$ cat config.mk
export PLATFORM = sky130hd
export DESIGN_NAME = transducer_output_module
export DESIGN_NICKNAME = d
export VERILOG_FILES = /design/src/rtl/transducer_output_module.sv
export SDC_FILE = /design/constraint.sdc
export NUM_CORES = 1
export LEC_CHECK = 0
export CORE_UTILIZATION = 54
export CTS_CLUSTER_DIAMETER = 60
export DETAILED_ROUTE_END_ITERATION = 8
export HOLD_SLACK_MARGIN = 0.03
export PLACE_DENSITY = 0.8
export REMOVE_ABC_BUFFERS = 1
export SLEW_MARGIN = 25
export SYNTH_ARGS = -nofsm -noshare
export SYNTH_HDL_FRONTEND = slang
export SYNTH_SLANG_ARGS = --single-unit
$ cat constraint.sdc
create_clock -name clk -period 2.7 [get_ports clk]
set_input_delay 0.54 -clock clk [delete_from_list [all_inputs] [get_ports clk]]
set_output_delay 0.54 -clock clk [all_outputs]
set_load 0.05 [all_outputs]
$ cat src/rtl/transducer_output_module.sv
// Single-channel transmit pulse generator: armed by the controller, fired by the
// external trigger, waits a phase delay, then drives a clamped-width charge pulse.
module transducer_output_module #(
   parameter int PHASE_W    = 16,
   parameter int CHARGE_W   = 9,
   parameter int MAX_CHARGE = 500
) (
   input  logic                clk,
   input  logic                reset,
   input  logic                mask,
   input  logic                onYourMark,
   input  logic                getSet,
   input  logic                GOGOGO_EXCLAMATION,
   input  logic [CHARGE_W-1:0] chargeTime,
   input  logic [PHASE_W-1:0]  phaseDelay,
   output logic                transducerOutput,
   output logic                fireComplete
);

   typedef enum logic [2:0] {
      IDLE   = 3'd0,
      ARMED  = 3'd1,
      DELAY  = 3'd2,
      CHARGE = 3'd3,
      DONE   = 3'd4
   } state_t;

   localparam logic [CHARGE_W-1:0] MAX_CHARGE_C = CHARGE_W'(MAX_CHARGE);
   localparam logic [CHARGE_W-1:0] C_ZERO       = {CHARGE_W{1'b0}};
   localparam logic [CHARGE_W-1:0] C_ONE        = {{(CHARGE_W-1){1'b0}}, 1'b1};
   localparam logic [PHASE_W-1:0]  P_ZERO       = {PHASE_W{1'b0}};
   localparam logic [PHASE_W-1:0]  P_ONE        = {{(PHASE_W-1){1'b0}}, 1'b1};

   // Pulse width can never exceed the safety clamp, whatever the controller asks for.
   function automatic logic [CHARGE_W-1:0] clampCharge(input logic [CHARGE_W-1:0] t);
      if (t > MAX_CHARGE_C) begin
         clampCharge = MAX_CHARGE_C;
      end else begin
         clampCharge = t;
      end
   endfunction

   state_t              state_r, nextState_s;
   logic [PHASE_W-1:0]  dcnt_r, dcntNext_s;
   logic [CHARGE_W-1:0] ccnt_r, ccntNext_s;
   logic [CHARGE_W-1:0] chargeClamped_s;
   logic                goPrev_r;
   logic                go_s;

   assign go_s            = GOGOGO_EXCLAMATION & ~goPrev_r & getSet;
   assign chargeClamped_s = clampCharge(chargeTime);

   // Next-state and counter update; aborts take priority over counting.
   always_comb begin
      nextState_s = state_r;
      dcntNext_s  = dcnt_r;
      ccntNext_s  = ccnt_r;
      case (state_r)
         IDLE: begin
            if (onYourMark) begin
               if (mask) begin
                  nextState_s = ARMED;
               end else begin
                  nextState_s = DONE;
               end
            end else begin
               nextState_s = IDLE;
            end
         end
         ARMED: begin
            if (!onYourMark) begin
               nextState_s = IDLE;
            end else if (!mask) begin
               nextState_s = DONE;
            end else if (go_s) begin
               dcntNext_s = phaseDelay;
               ccntNext_s = chargeClamped_s;
               if (phaseDelay != P_ZERO) begin
                  nextState_s = DELAY;
               end else if (chargeClamped_s != C_ZERO) begin
                  nextState_s = CHARGE;
               end else begin
                  nextState_s = DONE;
               end
            end else begin
               nextState_s = ARMED;
            end
         end
         DELAY: begin
            if (!onYourMark) begin
               nextState_s = IDLE;
            end else if (!mask) begin
               nextState_s = DONE;
            end else if (dcnt_r <= P_ONE) begin
               dcntNext_s = P_ZERO;
               if (ccnt_r != C_ZERO) begin
                  nextState_s = CHARGE;
               end else begin
                  nextState_s = DONE;
               end
            end else begin
               dcntNext_s = dcnt_r - P_ONE;
            end
         end
         CHARGE: begin
            if (!onYourMark) begin
               nextState_s = IDLE;
            end else if (!mask) begin
               nextState_s = DONE;
            end else if (ccnt_r <= C_ONE) begin
               ccntNext_s  = C_ZERO;
               nextState_s = DONE;
            end else begin
               ccntNext_s = ccnt_r - C_ONE;
            end
         end
         DONE: begin
            if (!onYourMark) begin
               nextState_s = IDLE;
            end else begin
               nextState_s = DONE;
            end
         end
         default: begin
            nextState_s = IDLE;
         end
      endcase
   end

   // State, counters, trigger history and outputs; outputs are decoded from the next state.
   always_ff @(posedge clk) begin
      if (reset) begin
         state_r          <= IDLE;
         dcnt_r           <= P_ZERO;
         ccnt_r           <= C_ZERO;
         goPrev_r         <= 1'b0;
         transducerOutput <= 1'b0;
         fireComplete     <= 1'b0;
      end else begin
         state_r          <= nextState_s;
         dcnt_r           <= dcntNext_s;
         ccnt_r           <= ccntNext_s;
         goPrev_r         <= GOGOGO_EXCLAMATION;
         transducerOutput <= (nextState_s == CHARGE);
         fireComplete     <= (nextState_s == DONE);
      end
   end

endmodule

==> metrics.cfg <==
[place]
dp.cells=342
port_buffers=32
dp.final_hpwl_um=4110
gp_congestion=0.871
pre_cts_slack_ps=132
dpl-instance-area_sq_um=2480

[timing]
setup_viol=0
timing.setup.tns_ps=0
setup_ws_ps=418
finalCritPeriodShare_pct=84.5
fin_hold_ws_ps=477
clock-skew-final_ps=4.05
max_freq_mhz=438
rsz0062_at_grt=no
final-max-slew-violation-count=0
hold_viol=0
post-route-min-period_ps=2280
slew_headroom_pct=51.2
max_slew.worst_pin.slew_ps=732

[floorplan]
io_pins=33
die_h_um=63.9
initial_core_util_pct=56.6
die-area_sq_um=4090
fp.coreArea_sq_um=3660
rows=22
fp.dieW_um=63.9

[power]
p_int_uw=715
ir_worst_vdd_mv=0.303
power_per_cell_area_nw_per_um2=377
clockPowerShare_pct=36.8
switchingPower_uw=253
seqPwrFrac_pct=48.4
sw_frac_of_total_pct=26.2
p_comb_share_pct=14.8
total_power_uw=968
p_leak_nw=0.941

[clock_network]
cts_buffers=5
cts_setup_buffers=0
cts_root_buffer=clkbuf_8
ctsHoldBuffers=0
cts.reportedPaths.clkPinSlew_ps=70
ctsLongestPathBuffers=2
cts_sinks=31
cts_resized=0
cts_tree=yes
cts_htree_levels=2
clock_latency_ps=290

[synthesis]
ys_warn_count=0
synthDistinctLibCells=54
ys_ff_latch=31
synth.area.mux_share_pct=0.543
synth-compound-area-share_pct=34.1
synthSimpleGateAreaFrac_pct=26.1
synth_flop_cell=dfxtp_1
async_flop_share_pct=0
synth-edff-count=0
mappedNetlistArea_sq_um=2070
synth_fa_ha_area_share_pct=2.42
synth_top_family_by_area=compound AO/OA/AOI/OAI gates
seq_area_frac_synth_pct=30.0
synth_area_per_cell_sq_um=7.91
netlist_instances=262
synth-xor-area-share_pct=2.11

[critical_path]
cp-startpoint=phaseDelay[3]
worstPathArrival_ps=2440
start_kind=primary input
path_max_fanout=2
critPathCaptureType=flop
worst_ep_required_time_ps=2850
path_class=in -> reg
r2r_start=dcnt_r[0]

[global_route]
track_usage_pct=30.6
grt_pass1_vias=2117
grt_max_degree=20
overflow=0
antenna_found_initial=0
grt_first_pass_wirelength_um=9900

[layout]
fillers=309
final_area_sq_um=2570
fin_nets=336
synthToLayoutAreaGrowth_pct=24.0
layout.cells.non_filler=350
drive_gt1_share_pct=12.3
post-route-util_pct=70.2
antenna_cells=0

[routing]
drt_iter0_drc=246
ant_nets=0
via_per_inst=6.46
remaining_drc_errors=0
dr.pass1.iters=5
wl_per_cell_um=15.9
vias=2261
wl_um=5560

[job]
drv_cap=0

[outcome]
status=finished clean

[hold_path]
hold_path.class=reg -> reg
hold_start=dcnt_r[15]

-- layer usage --
metal  global-route usage [%]  up-vias  wire (um)
li1                         -     1092          -
met1                     42.4     1058       2550
met2                     46.4      103       2490
met3                     7.14        8        449
met4                     9.38        0         80
met5                        0        -          0
-- cell usage in the layout, fill, tap and decap left out, types with 6 or more instances in the layout --
cell | Yosys | final
a221oi_1 | 8 | 8
nand3_1 | 10 | 10
buf_4 | 0 | 11
nor3_1 | 11 | 11
a32o_1 | 12 | 12
inv_1 | 13 | 13
clkdlybuf4s50_1 | 0 | 32
nor2_1 | 22 | 22
nand2_1 | 20 | 20
o21ai_0 | 19 | 19
a21oi_1 | 18 | 18
nor4_1 | 6 | 6
dfxtp_1 | 31 | 31
-- area by class of cell --
class	instances	area [sq um]	area share, %
Timing Repair Buffer	43	403	15.7
Sequential cell	31	621	24.2
Multi-Input combinational cell	207	1350	52.7
Clock buffer	5	68.8	2.68
Clock inverter	3	15.0	0.585
Inverter	13	48.8	1.90
Tap cell	48	60.1	2.34
-- cells by family after synthesis --
family	after synthesis
adders and majority gates	4
and+or+nand+nor	101
muxes	1
AOI/OAI and AO/OA	96
DFF	31
buffers and inverters	24
xor gates and xnor gates	5
-- worst paths after layout --
path	cells after the start	end	slack, ps
max	6	transducerOutput	420
min	2	dcnt_r[15]	480
max reg2reg	6	dcnt_r[1]	620
min reg2reg	2	dcnt_r[15]	480
-- critical path, stage by stage --
cell and delay (ps):
clkdlybuf4s50_1 430, nor4_1 460, nand4_1 220, or4_4 470
a21boi_1 210, a221oi_1 110
-- cells in the mapped netlist (5+ instances only) --
| master | instances | area (sq um) |
|---|---|---|
| o21ai_0 | 19 | 95.1 |
| buf_2 | 7 | 35.0 |
| nand4_1 | 5 | 31.3 |
| a32o_1 | 12 | 120 |
| a21oi_1 | 18 | 90.1 |
| nor3_1 | 11 | 55.1 |
| nor2_1 | 22 | 82.6 |
| nor4_1 | 6 | 37.5 |
| xnor2_1 | 5 | 43.8 |
| inv_1 | 13 | 48.8 |
| nand3_1 | 10 | 50.1 |
| dfxtp_1 | 31 | 621 |
| nand2_1 | 20 | 75.1 |
| a221oi_1 | 8 | 70.1 |
-- power by group through the flow --
stage,Sequential (mW),Clock [mW],Combinational [mW]
after floorplan,0.480,0,0.0614
after global placement,0.479,0,0.139
after detailed placement,0.479,0,0.141
after CTS,0.468,0.363,0.142
after global routing,0.469,0.386,0.156
final,0.469,0.357,0.143
-- sequential cells by signal, summed over array words and instances (netlist names) --
signal	count
goPrev_r	1
dcnt_r	16
ccnt_r	9
state_r	3
transducerOutput	1
fireComplete	1
Power figures use the tool's default switching activity.
